**config.mk**
```make
export PLATFORM = sky130hd
export DESIGN_NAME = sysmgr_rst_seq_flat
export DESIGN_NICKNAME = d
export VERILOG_FILES = /design/src/rtl/sysmgr_rst_seq_pkg.sv /design/src/rtl/sysmgr_rst_seq_if.sv /design/src/rtl/sysmgr_rst_seq_lock_filt.sv /design/src/rtl/sysmgr_rst_seq.sv /design/src/flat_wrapper.sv
export SDC_FILE = /design/constraint.sdc
export NUM_CORES = 1
export LEC_CHECK = 0
export ABC_AREA = 1
export CORE_MARGIN = 4
export CORE_UTILIZATION = 50
export DETAILED_ROUTE_END_ITERATION = 6
export DONT_BUFFER_PORTS = 1
export RECOVER_POWER = 50
export SLEW_MARGIN = 20
export SYNTH_ARGS = -nofsm -noshare
export SYNTH_HDL_FRONTEND = slang
export SYNTH_SLANG_ARGS = --single-unit
```
**constraint.sdc**
```tcl
create_clock -name clk -period 1.5 [get_ports clk]
set_input_delay 0.225 -clock clk [delete_from_list [all_inputs] [get_ports clk]]
set_output_delay 0.225 -clock clk [all_outputs]
set_load 0.01 [all_outputs]
```
**src/rtl/sysmgr_rst_seq_pkg.sv**
```systemverilog
// Shared definitions for the system-manager reset sequencer: FSM encoding and
// a constant clog2 used to size the counters.
package sysmgr_pkg;

    typedef enum logic [1:0] {
        ST_WAIT = 2'd0,
        ST_SEQ  = 2'd1,
        ST_RUN  = 2'd2
    } state_t;

    // Smallest r with 2**r >= value; returns 0 for value <= 1.
    function automatic int clog2(input int value);
        int res;
        res = 0;
        while ((1 << res) < value) res++;
        return res;
    endfunction

endpackage

```
**src/rtl/sysmgr_rst_seq_if.sv**
```systemverilog
// Lock input, software request and reset/status outputs of the reset sequencer.
interface sysmgr_rst_seq_if #(
    parameter int N_CH  = 3,
    parameter int CNT_W = 8
);
    logic             pll_lock;
    logic             sw_rst_req;
    logic [N_CH-1:0]  rst_out;
    logic             ready;
    logic             locked;
    logic [CNT_W-1:0] lock_loss_cnt;

    modport master (
        output pll_lock, sw_rst_req,
        input  rst_out, ready, locked, lock_loss_cnt
    );

    modport slave (
        input  pll_lock, sw_rst_req,
        output rst_out, ready, locked, lock_loss_cnt
    );
endinterface

```
**src/rtl/sysmgr_rst_seq_lock_filt.sv**
```systemverilog
// Two-flop synchroniser for the asynchronous PLL lock plus a saturating
// run-length filter that declares lock after LOCK_FILT consecutive high cycles.
module sysmgr_lock_filt
    import sysmgr_pkg::*;
#(
    parameter int LOCK_FILT = 16
) (
    input  logic clk,
    input  logic rst,
    input  logic pll_lock,
    output logic lock_s,
    output logic locked
);
    localparam int                FILT_W   = clog2(LOCK_FILT + 1);
    localparam logic [FILT_W-1:0] FILT_MAX = FILT_W'(LOCK_FILT);

    logic              sync_p0;
    logic [FILT_W-1:0] filt_cnt;
    logic [FILT_W-1:0] filt_nxt;

    always_comb begin
        filt_nxt = filt_cnt;
        if (!lock_s) begin
            filt_nxt = '0;
        end else if (filt_cnt != FILT_MAX) begin
            filt_nxt = filt_cnt + 1'b1;
        end
    end

    // locked is registered from the next count so it rises on the same edge
    // the counter reaches LOCK_FILT.
    always_ff @(posedge clk) begin
        if (rst) begin
            sync_p0  <= 1'b0;
            lock_s   <= 1'b0;
            filt_cnt <= '0;
            locked   <= 1'b0;
        end else begin
            sync_p0  <= pll_lock;
            lock_s   <= sync_p0;
            filt_cnt <= filt_nxt;
            locked   <= (filt_nxt == FILT_MAX);
        end
    end

endmodule

```
**src/rtl/sysmgr_rst_seq.sv**
```systemverilog
// Reset sequencer: waits for a filtered PLL lock, then releases N_CH resets in
// order, HOLD cycles apart; lock loss or a software request restarts it.
module sysmgr_rst_seq
    import sysmgr_pkg::*;
#(
    parameter int N_CH      = 3,
    parameter int HOLD      = 8,
    parameter int LOCK_FILT = 16,
    parameter int CNT_W     = 8
) (
    input  logic             clk,
    input  logic             rst,
    sysmgr_rst_seq_if.slave  bus
);
    localparam int                HOLD_W    = clog2(HOLD);
    localparam int                IDX_W     = clog2(N_CH + 1);
    localparam logic [HOLD_W-1:0] HOLD_LAST = HOLD_W'(HOLD - 1);
    localparam logic [IDX_W-1:0]  IDX_LAST  = IDX_W'(N_CH - 1);
    localparam logic [N_CH-1:0]   CH_ONE    = N_CH'(1);

    state_t            state;
    logic [HOLD_W-1:0] hold_cnt;
    logic [IDX_W-1:0]  ch_idx;
    logic [N_CH-1:0]   rst_out_q;
    logic              ready_q;
    logic [CNT_W-1:0]  loss_cnt;
    logic              lock_s;
    logic              locked;

    sysmgr_lock_filt #(
        .LOCK_FILT (LOCK_FILT)
    ) u_lock_filt (
        .clk      (clk),
        .rst      (rst),
        .pll_lock (bus.pll_lock),
        .lock_s   (lock_s),
        .locked   (locked)
    );

    always_ff @(posedge clk) begin
        if (rst) begin
            state     <= ST_WAIT;
            hold_cnt  <= '0;
            ch_idx    <= '0;
            rst_out_q <= '1;
            ready_q   <= 1'b0;
            loss_cnt  <= '0;
        end else if (state == ST_WAIT) begin
            rst_out_q <= '1;
            ready_q   <= 1'b0;
            if (locked) begin
                state    <= ST_SEQ;
                hold_cnt <= '0;
                ch_idx   <= '0;
            end
        end else if (!lock_s) begin
            // Lock dropped while sequencing or running: back to WAIT, count it.
            state     <= ST_WAIT;
            rst_out_q <= '1;
            ready_q   <= 1'b0;
            if (loss_cnt != '1) begin
                loss_cnt <= loss_cnt + 1'b1;
            end
        end else if (bus.sw_rst_req) begin
            // Restart the release sequence without re-running the lock filter.
            state     <= ST_SEQ;
            hold_cnt  <= '0;
            ch_idx    <= '0;
            rst_out_q <= '1;
            ready_q   <= 1'b0;
        end else if (state == ST_SEQ) begin
            if (hold_cnt == HOLD_LAST) begin
                rst_out_q <= rst_out_q & ~(CH_ONE << ch_idx);
                hold_cnt  <= '0;
                ch_idx    <= ch_idx + 1'b1;
                if (ch_idx == IDX_LAST) begin
                    state   <= ST_RUN;
                    ready_q <= 1'b1;
                end
            end else begin
                hold_cnt <= hold_cnt + 1'b1;
            end
        end else begin
            rst_out_q <= '0;
            ready_q   <= 1'b1;
        end
    end

    assign bus.rst_out       = rst_out_q;
    assign bus.ready         = ready_q;
    assign bus.locked        = locked;
    assign bus.lock_loss_cnt = loss_cnt;

endmodule

```
**src/flat_wrapper.sv**
```systemverilog
// flat-port wrapper written by rule: the top's interface ports become plain ports
module sysmgr_rst_seq_flat import sysmgr_pkg::*;
#(
    parameter int N_CH      = 3,
    parameter int HOLD      = 8,
    parameter int LOCK_FILT = 16,
    parameter int CNT_W     = 8
)
  (clk, rst, bus_pll_lock, bus_sw_rst_req, bus_rst_out, bus_ready, bus_locked, bus_lock_loss_cnt);
  sysmgr_rst_seq_if #(.N_CH(N_CH), .CNT_W(CNT_W)) bus_i ();
  input  logic clk;
  input  logic rst;
  input wire logic [$bits(bus_i.pll_lock)-1:0] bus_pll_lock;
  input wire logic [$bits(bus_i.sw_rst_req)-1:0] bus_sw_rst_req;
  output wire logic [$bits(bus_i.rst_out)-1:0] bus_rst_out;
  output wire logic [$bits(bus_i.ready)-1:0] bus_ready;
  output wire logic [$bits(bus_i.locked)-1:0] bus_locked;
  output wire logic [$bits(bus_i.lock_loss_cnt)-1:0] bus_lock_loss_cnt;
  assign bus_i.pll_lock = bus_pll_lock;
  assign bus_i.sw_rst_req = bus_sw_rst_req;
  assign bus_rst_out = bus_i.rst_out;
  assign bus_ready = bus_i.ready;
  assign bus_locked = bus_i.locked;
  assign bus_lock_loss_cnt = bus_i.lock_loss_cnt;
  sysmgr_rst_seq #(.N_CH(N_CH), .HOLD(HOLD), .LOCK_FILT(LOCK_FILT), .CNT_W(CNT_W)) u_core (.clk(clk), .rst(rst), .bus(bus_i));
endmodule
```
==> results.md, run 1 <==
- PD cells: slightly above 1000 nW/µm²
- Startpoint types: register
- Largest stage delay on the critical path: between 0.3 and 0.4 ns
- Die X: around 62 µm
- TritonCTS buffer count: 3
- Core box area: 2758 µm²
- Min Tclk post-route: roughly 1.4 ns
- CP max FO: 5
- Final ANT Viol Nets: 0
- Clk sink count: 27
- Number of global-route vias before repair: between 1k and 1.5k
- Largest family of logic cells by synthesized area: simple AND/OR/NAND/NOR gates
- #FFs+latches synth: 27
- Least-Margin Pin Slew: roughly 0.42 ns
- Synth warnings: 0
- Element type at the critical path end: register
- Post-synthesis sequential area ratio: 37.31%
- Syn nets: between 200 and 250
- Worst path cell trace: ha_1, ha_2, nor2_2, nand3_1, nand3b_1, a21oi_1
- Antenna violations before repair: 0
- Rel. slew slack: 71.60%
- PortBufs: 0
- Layout Skew: approximately 0.0019 ns
- Simple-gate share of the synthesized area: between 40 and 50%
- Synth Area in Compound Gates: ~6.3%
- Worst setup path startpoint: u_core.hold_cnt[0]$_SDFFE_PP0P_
- Layout overhead on the synthesized area: 7.945%
- Final #Nets: approximately 230
- Diode count: 0
- GRT Total Usage: 17.68%
- CP required: 1.76 ns
- Clock latency on the worst-skew pair: approximately 0.32 ns
- Status: complete, no violations
- Worst path depth: 6
- Post-synth top area share: between 30 and 40%
- Post-DP HPWL: between 2000 and 2500 µm
- Pin count of the biggest net entering global routing: 15
- Leading cell type in the layout, fill and taps excluded: nand2_1
- Top delay family on crit path: simple AND/OR/NAND/NOR gates
- DRT Wirelength: just under 3000 µm
- Crit path to: u_core.hold_cnt[1]$_SDFFE_PP0P_
- CP max stage cell: dfxtp_1
- Setup TNS: 0 ns
- CTS root buf: clkbuf_4
- Rows: 19
- Buf+Inv Stages, Crit Path: 0
- Hold Vio Cnt, Final: 0
- Starting Density: 52.54%
- Avg WL per Cell: about 12 µm
- Drt via density: 5.167
- Layout cell share with drive strength beyond 1: 10.70%
- FF-to-FF End: u_core.hold_cnt[1]$_SDFFE_PP0P_
- Die Ht: 61.83 µm
- GRT overflow: 0
- Clk slew on worst S/H paths: about 0.14 ns
- Peak supply drop: 0.0007992 V
- Flop2flop setup slack: 0.1 ns
- First-pass detailed-route iteration total: 4
- Synth unique cells: 23
- Post-Syn Instances: 204
- Max Root-Sink Buffers: 2
- Max-slew violations: 0
- First-pass GRT wire length: around 5000 µm
- Top cells by area, synth: dfxtp_1 37%, nand2_1 13%, nor2_1 7.5%, nand3_1 7.3%, ha_1 6.9%
- Most frequent cells in the layout: 52 x nand2_1, 28 x nor2_1, 26 x dfxtp_1
- Reg2reg path depth: 6
- Syn_area_per_cell: a little over 7 µm²
- Max Cap Viol: 0
- RSZ-0062 raised after global routing: false
- CP arrival: 1.66 ns
- Reg2reg start: u_core.hold_cnt[0]$_SDFFE_PP0P_
- Fmax: a little over 700 MHz
- Post CTS Setup Buffer Count: 0
- Setup violators final: 0
- Gpl congestion: around 0.81
- Adder-Cell Fraction of Synth Area: 6.908%
- Hold_ws: 0.1798 ns
- Io pins: 17
- DRT iter0 DRCs: just under 100
- DR vias: about 1.3k
- Die area: 3823 µm²
- Hold/Removal Path Class: input port to register
- DRC: 0
- Synth Area in XOR/XNOR: 0.6045%
- Mux share of post-synthesis cell area: 0%
- Setup CP Type: register to register
- Number of H-tree levels: 1
- CTS tree: yes
- Leak pwr: ~0.66 nW
- Post-synth top area cell: dfxtp_1
- Post-synthesis cell area: between 1000 and 1500 µm²
- Final worst path period share: 93.59%
## report_power, final
group	internal, W	leakage (nW)	total [W]	switching [W]
logic	0.000163	0.426	0.000468	0.000306
registers	0.000771	0.219	0.000821	0.0000500
clock network	0.000104	0.0150	0.000309	0.000205
total	0.00104	0.660	0.00160	0.000561
## through the flow
stage          worst slack [ns]  cell area [µm²]  cells  power (W)  utilization (%)
2_1_floorplan            0.1950             1449    204   0.001210                -
3_3_place_gp             0.1320             1499    238   0.001278            54.36
3_5_place_dp            0.03470             1499    238   0.001296            54.36
4_1_cts                0.002100             1555    245   0.001609            56.40
5_1_grt                0.008995             1564    246   0.001716            56.72
6_report                0.09620             1564    246   0.001598            56.72
## area by class of cell
cell class	instances	area [µm²]
clock buffer	4	26.28
multi-input combinational	149	785.8
timing repair buffer	10	77.57
tap	31	38.79
sequential	27	541.8
fill	284	1194
inverter	25	93.84
## layer usage
layer	share of wire (%)	GRT usage, %	wire (µm)	up-vias
met5	0	0	0	-
met4	1.6	7.273	46	0
met1	47	21.75	1394	569
met3	4.7	4.339	138	5
met2	46	29.45	1365	21
li1	-	-	-	676
## tightest hold or removal path: cells and delay by family
family,cells,cell delay [ns]
AND/OR/NAND/NOR,3,0.14
AO/OA/AOI/OAI,1,0.06
buffers and inverters,1,0.04
## flip-flops by register name (all words and copies together), names as in the netlist
signal                       flops
u_core.u_lock_filt.sync_p0       1
u_core.hold_cnt                  3
u_core.bus.rst_out               3
u_core.ch_idx                    2
u_core.u_lock_filt.filt_cnt      5
u_core.bus.ready                 1
u_core.u_lock_filt.locked        1
u_core.state                     2
u_core.bus.lock_loss_cnt         8
u_core.u_lock_filt.lock_s        1
## cell usage after synthesis (all sizes together)
master  number
ha           8
buf          3
dfxtp       27
nand3b       2
o21bai       1
nand2       56
nand3       23
nor2        32
nor3         2
inv         24
or2          1
nand4        9
a21oi       11
a21boi       1
o21ai        2
clkinv       1
xor2         1
## cell families (layout without fill, tap and decap cells)
kind of cell	after synthesis	after routing
adders and majority gates	8	8
DFF	27	27
AOI/OAI and AO/OA	15	15
and+or+nand+nor	125	125
xor gates and xnor gates	1	1
buffers and inverters	28	39
## worst min path at each step
stage,depth (start not counted),end,start
2_1_floorplan,1,u_core.bus.lock_loss_cnt[0]$_SDFFE_PP0P_,rst
3_3_place_gp,1,u_core.hold_cnt[1]$_SDFFE_PP0P_,rst
3_5_place_dp,1,u_core.bus.lock_loss_cnt[3]$_SDFFE_PP0P_,rst
4_1_cts,1,u_core.bus.lock_loss_cnt[3]$_SDFFE_PP0P_,rst
5_1_grt,5,u_core.ch_idx[1]$_SDFFE_PP0P_,bus_sw_rst_req
6_report,5,u_core.hold_cnt[2]$_SDFFE_PP0P_,bus_sw_rst_req
## timing repair
| item | in CTS | in global routing |
|---|---|---|
| gates resized for setup | 0 | 3 |
| hold endpoints to repair | 13 | 10 |
| setup endpoints to repair | 0 | 5 |
| hold buffers | 3 | 1 |
No activity file was read; power rests on OpenSTA's default activity.
==> run 2, diff against run 1 <==
- CTS_CLUSTER_DIAMETER: default -> 120
- DONT_BUFFER_PORTS: 1 -> default
- PLACE_DENSITY: default -> 0.73
==> results.md, run 2 (synthesized netlist as in run 1, its figures left out) <==
- Status: complete, no violations
- CP max FO: 2 (-3)
- Diode count: 0 (unchanged)
- Die X: 61.83 µm (unchanged)
- Final ANT Viol Nets: 0 (unchanged)
- Setup violators final: 0 (unchanged)
- Final worst path period share: 95.52% (+1.9 points)
- Reg2reg start: u_core.hold_cnt[0]$_SDFFE_PP0P_
- Flop2flop setup slack: 0.10 ns (about the same)
- Leak pwr: 0.8048 nW (+22%)
- CP arrival: 1.21 ns (-0.45 ns)
- CTS root buf: clkbuf_4
- Max Root-Sink Buffers: 2 (unchanged)
- Drt via density: 5.248 (+1.6%)
- GRT Total Usage: 17.65% (-0.032 points)
- Clk slew on worst S/H paths: 0.15 ns (about the same)
- Setup TNS: 0 ns (unchanged)
- TritonCTS buffer count: 3 (unchanged)
- Core box area: 2758 µm² (unchanged)
- Max reg flops: 8 (unchanged)
- Buf+Inv Stages, Crit Path: 1 (+1)
- Hold/Removal Path Class: register to register
- First-pass GRT wire length: 5057 µm (+0.68%)
- CTS tree: yes
- Post-DP HPWL: 2314 µm (+2.8%)
- Pin count of the biggest net entering global routing: 16 (+1)
- Worst path cell trace: clkdlybuf4s50_1
- Post-CTS Hold Buffers: 0 (-3)
- Clk sink count: 27 (unchanged)
- Hold_ws: 0.4091 ns (+0.2293 ns)
- CP required: 1.27 ns (-0.49 ns)
- RSZ-0062 raised after global routing: false
- PD cells: 946.9 nW/µm² (-7.4%)
- Layout Skew: 0.009959 ns (+0.008041 ns)
- Die Ht: 61.83 µm (unchanged)
- Fillers: 258 (-9.2%)
- Worst path depth: 1 (-5)
- GRT overflow: 0 (unchanged)
- Die area: 3823 µm² (unchanged)
- Number of global-route vias before repair: 1210 (+1.2%)
- Fmax: 697.9 MHz (-2.0%)
- DR vias: 1375 (+8.2%)
- Final #Nets: 244 (+7.0%)
- Rel. slew slack: 62.63% (-9.0 points)
- Tot Pwr: 0.001641 W (+2.7%)
- Placement Setup Slack: 0.07546 ns (+0.04076 ns)
- Crit path to: bus_rst_out[1]
- Post-layout util: 62.84% (+6.1 points)
- FF-to-FF End: u_core.hold_cnt[1]$_SDFFE_PP0P_
- Number of H-tree levels: 1 (unchanged)
- Hold Vio Cnt, Final: 0 (unchanged)
- Io pins: 17 (unchanged)
- Leading cell type in the layout, fill and taps excluded: nand2_1
- Layout cell share with drive strength beyond 1: 12.99% (+2.3 points)
- Clock latency on the worst-skew pair: 0.32 ns (about the same)
- Worst setup path startpoint: u_core.bus.rst_out[1]$_SDFFE_PP1P_
- First-pass detailed-route iteration total: 5 (+1)
- Max Cap Viol: 0 (unchanged)
- Element type at the critical path end: primary output
- Setup CP Type: register to primary output
- Top delay family on crit path: buffers and inverters
- DRT Wirelength: 3012 µm (+2.3%)
- Largest stage delay on the critical path: 0.54 ns (+0.20 ns)
- DRT iter0 DRCs: 63 (-36%)
- Rows: 19 (unchanged)
- CP max stage cell: clkdlybuf4s50_1
- Starting Density: 52.54% (unchanged)
- Hold Path Cell Cnt: 2 (-3)
- Antenna violations before repair: 0 (unchanged)
- Startpoint types: register
- Avg WL per Cell: 11.50 µm (-4.0%)
- Min Tclk post-route: 1.433 ns (+0.02907 ns)
- Layout overhead on the synthesized area: 19.60%
- PnR worst setup slack: 0.06713 ns (-0.02907 ns)
- Max-slew violations: 0 (unchanged)
- Peak supply drop: 0.0008116 V (+1.6%)
- Gpl congestion: 0.8115 (-0.14%)
- Reg2reg path depth: 6 (unchanged)
- Least-Margin Pin Slew: 0.5605 ns (+0.1359 ns)
- Most frequent cells in the layout: 52 x nand2_1, 28 x nor2_1, 24 x inv_1, 24 x dfxtp_1, 21 x nand3_1
- DRC: 0 (unchanged)
- PortBufs: 16 (+16)
==> run 2: where the power goes <==
group / internal (W) / switching (W) / leakage (nW) / total [W]
logic: 0.000186 / 0.000309 / 0.566 / 0.000494
registers: 0.000778 / 0.0000600 / 0.221 / 0.000838
clock network: 0.0000997 / 0.000208 / 0.0177 / 0.000308
==> run 2: final cells by class <==
cell class	count	area (µm²)	area share (%)
Tap cell	31	38.79	2.238
Multi-Input combinational cell	149	783.3	45.20
Clock inverter	1	5.005	0.2888
Sequential cell	27	549.3	31.70
Clock buffer	3	22.52	1.300
Inverter	25	93.84	5.415
Timing Repair Buffer	26	240.2	13.86
==> run 2: metal layers <==
metal | global-route usage [%] | vias up | share of wire, %
met5 | 0 | - | 0
met4 | 7.273 | 0 | 1.1
met3 | 3.512 | 4 | 3.1
met2 | 30.34 | 22 | 51
met1 | 21.44 | 642 | 45
li1 | - | 707 | -
==> run 2: what timing repair did <==
action / CTS / global route
pin swaps: 0 / 0
resized for setup: 9 / 14
endpoints found under the setup margin: 8 / 12
buffers inserted: 0 / 3
==> run 2: worst min-delay path by stage <==
stage                                                from                                  endpoint  slack [ns]
floorplan                                             rst  u_core.bus.lock_loss_cnt[0]$_SDFFE_PP0P_        0.29
global placement    u_core.u_lock_filt.sync_p0$_SDFF_PP0_      u_core.u_lock_filt.lock_s$_SDFF_PP0_        0.40
detailed placement  u_core.u_lock_filt.sync_p0$_SDFF_PP0_      u_core.u_lock_filt.lock_s$_SDFF_PP0_        0.40
CTS                 u_core.u_lock_filt.sync_p0$_SDFF_PP0_      u_core.u_lock_filt.lock_s$_SDFF_PP0_        0.41
global route                                 bus_pll_lock     u_core.u_lock_filt.sync_p0$_SDFF_PP0_        0.41
finish              u_core.u_lock_filt.sync_p0$_SDFF_PP0_      u_core.u_lock_filt.lock_s$_SDFF_PP0_        0.41
==> run 2: through the flow <==
step / instances / instance area, µm²
finish: 262 / 1733
detailed placement: 255 / 1667
floorplan: 204 / 1449
CTS: 259 / 1704
global route: 262 / 1733
global placement: 255 / 1667
==> run 3, diff against run 2 <==
- RECOVER_POWER: 50 -> 100
==> results.md, run 3 (synthesized netlist as in run 1, its figures left out) <==
- Gpl congestion: 0.8115 (unchanged)
- Pin count of the biggest net entering global routing: 16 (unchanged)
- First-pass detailed-route iteration total: 4 (-1)
- Die X: 61.83 µm (unchanged)
- Hold/Removal Path Class: register to register
- Number of H-tree levels: 1 (unchanged)
- Die Ht: 61.83 µm (unchanged)
- Layout Skew: 0.01092 ns (+0.0009602 ns)
- Min Tclk post-route: 1.435 ns (+0.002155 ns)
- PnR worst setup slack: 0.06498 ns (-0.002155 ns)
- Top delay family on crit path: buffers and inverters
- Status: complete, no violations
- PortBufs: 16 (unchanged)
- CTS tree: yes
- Post-CTS Hold Buffers: 0 (unchanged)
- Layout cell share with drive strength beyond 1: 10.82% (-2.2 points)
- Leading cell type in the layout, fill and taps excluded: nand2_1
- Reg power frac: 51.4% (+0.3 points)
- Placement Setup Slack: 0.07546 ns (unchanged)
- Pint: 0.001055 W (-0.80%)
- Diode count: 0 (unchanged)
- Rows: 19 (unchanged)
- Core box area: 2758 µm² (unchanged)
- Avg WL per Cell: 11.61 µm (+0.96%)
- Layout overhead on the synthesized area: 18.05%
- Max-slew violations: 0 (unchanged)
- Clock latency on the worst-skew pair: 0.32 ns (about the same)
- Rel. slew slack: 63.68% (+1.0 points)
- DRC: 0 (unchanged)
- Worst path cell trace: clkdlybuf4s50_1
- Sw Pwr: 0.0005733 W (-0.65%)
- Startpoint types: register
- Final #Nets: 244 (unchanged)
- Io pins: 17 (unchanged)
- PD cells: 952.2 nW/µm² (+0.56%)
- Setup CP Type: register to primary output
- Setup TNS: 0 ns (unchanged)
- TritonCTS buffer count: 3 (unchanged)
- Leak pwr: 0.7980 nW (-0.84%)
- Most frequent cells in the layout: 54 x nand2_1, 28 x nor2_1, 24 x inv_1, 24 x dfxtp_1, 22 x nand3_1
- CP max stage cell: clkdlybuf4s50_1
- Die area: 3823 µm² (unchanged)
- Clk sink count: 27 (unchanged)
- Drt via density: 5.202 (-0.87%)
- Antenna violations before repair: 0 (unchanged)
- First-pass GRT wire length: 5057 µm (unchanged)
- Sw Ratio: 35.20% (about the same)
- Buf+Inv Stages, Crit Path: 1 (unchanged)
- Max Cap Viol: 0 (unchanged)
- GRT Total Usage: 17.65% (unchanged)
- Final ANT Viol Nets: 0 (unchanged)
- CP required: 1.27 ns (about the same)
- Clk slew on worst S/H paths: 0.15 ns (about the same)
- Starting Density: 52.54% (unchanged)
- Peak supply drop: 0.0007985 V (-1.6%)
- CP max FO: 2 (unchanged)
- CP arrival: 1.21 ns (about the same)
- GRT overflow: 0 (unchanged)
- Placed Instance Area: 1667 µm² (unchanged)
- Max reg flops: 8 (unchanged)
- Hold Vio Cnt, Final: 0 (unchanged)
- CTS root buf: clkbuf_4
- Post-layout util: 62.02% (-0.82 points)
- Element type at the critical path end: primary output
- Max Root-Sink Buffers: 2 (unchanged)
- Number of global-route vias before repair: 1210 (unchanged)
- Post-DP HPWL: 2314 µm (unchanged)
- Fmax: 696.9 MHz (-0.15%)
- Cell area after layout: 1710 µm² (-1.3%)
- Comb power frac: 29.5% (-0.6 points)
- Final worst path period share: 95.67% (+0.14 points)
- Flop2flop setup slack: 0.09 ns (about the same)
- Largest stage delay on the critical path: 0.54 ns (about the same)
- Setup violators final: 0 (unchanged)
- DR vias: 1363 (-0.87%)
- DRT Wirelength: 3041 µm (+0.96%)
- Least-Margin Pin Slew: 0.5448 ns (-0.01573 ns)
- Clock network power share: 19.1% (+0.3 points)
- RSZ-0062 raised after global routing: false
- DRT iter0 DRCs: 69 (+9.5%)
- Tot Pwr: 0.001629 W (-0.75%)
run 3: layout make-up:
class / instances / area [µm²]
multi-input combinational: 149 / 764.5
timing repair buffer: 26 / 236.5
fill: 261 / 1047
tap: 31 / 38.79
sequential: 27 / 549.3
inverter: 25 / 93.84
clock buffer: 3 / 22.52
clock inverter: 1 / 5.005
run 3: worst paths after layout:
path              cells after the start                                   end                                   from
setup reg to reg                      7         u_core.ch_idx[1]$_SDFFE_PP0P_        u_core.hold_cnt[0]$_SDFFE_PP0P_
setup / recovery                      1                        bus_rst_out[1]     u_core.bus.rst_out[1]$_SDFFE_PP1P_
hold reg to reg                       2  u_core.u_lock_filt.lock_s$_SDFF_PP0_  u_core.u_lock_filt.sync_p0$_SDFF_PP0_
hold / removal                        2  u_core.u_lock_filt.lock_s$_SDFF_PP0_  u_core.u_lock_filt.sync_p0$_SDFF_PP0_
run 3: metal layers:
layer | vias up | track usage (%) | part of all wire, %
li1 | 706 | - | -
met1 | 633 | 21.44 | 44
met2 | 20 | 30.34 | 51
met3 | 4 | 3.512 | 3.2
met4 | 0 | 7.273 | 1.1
met5 | - | 0 | 0
run 3: per-stage QoR:
step / hold WS (ns) / std cells
3_5_place_dp: 0.4036 / 255
2_1_floorplan: 0.2941 / 204
3_3_place_gp: 0.4029 / 255
6_report: 0.4073 / 262
4_1_cts: 0.4054 / 259
5_1_grt: 0.4079 / 262
run 3: power groups by stage:
stage | logic, W | registers, W | clock network [W]
floorplan | 0.000360 | 0.000850 | 0
global placement | 0.000485 | 0.000842 | 0
detailed placement | 0.000504 | 0.000846 | 0
CTS | 0.000501 | 0.000832 | 0.000325
global route | 0.000538 | 0.000848 | 0.000362
finish | 0.000480 | 0.000837 | 0.000311
run 3: timing repair:
item                                    in CTS  in global routing
hold endpoints to repair                     0                  0
gates resized for setup                      9                 14
setup buffers                                0                  3
endpoints found under the setup margin       8                 12
run 3: worst register-to-register path, delay by kind of cell (launching register included):
family	cells	cell delay, ns
AO/OA/AOI/OAI	1	0.30
adder cells (fa/ha/maj)	2	0.37
flip-flops	1	0.37
AND/OR/NAND/NOR	4	0.31
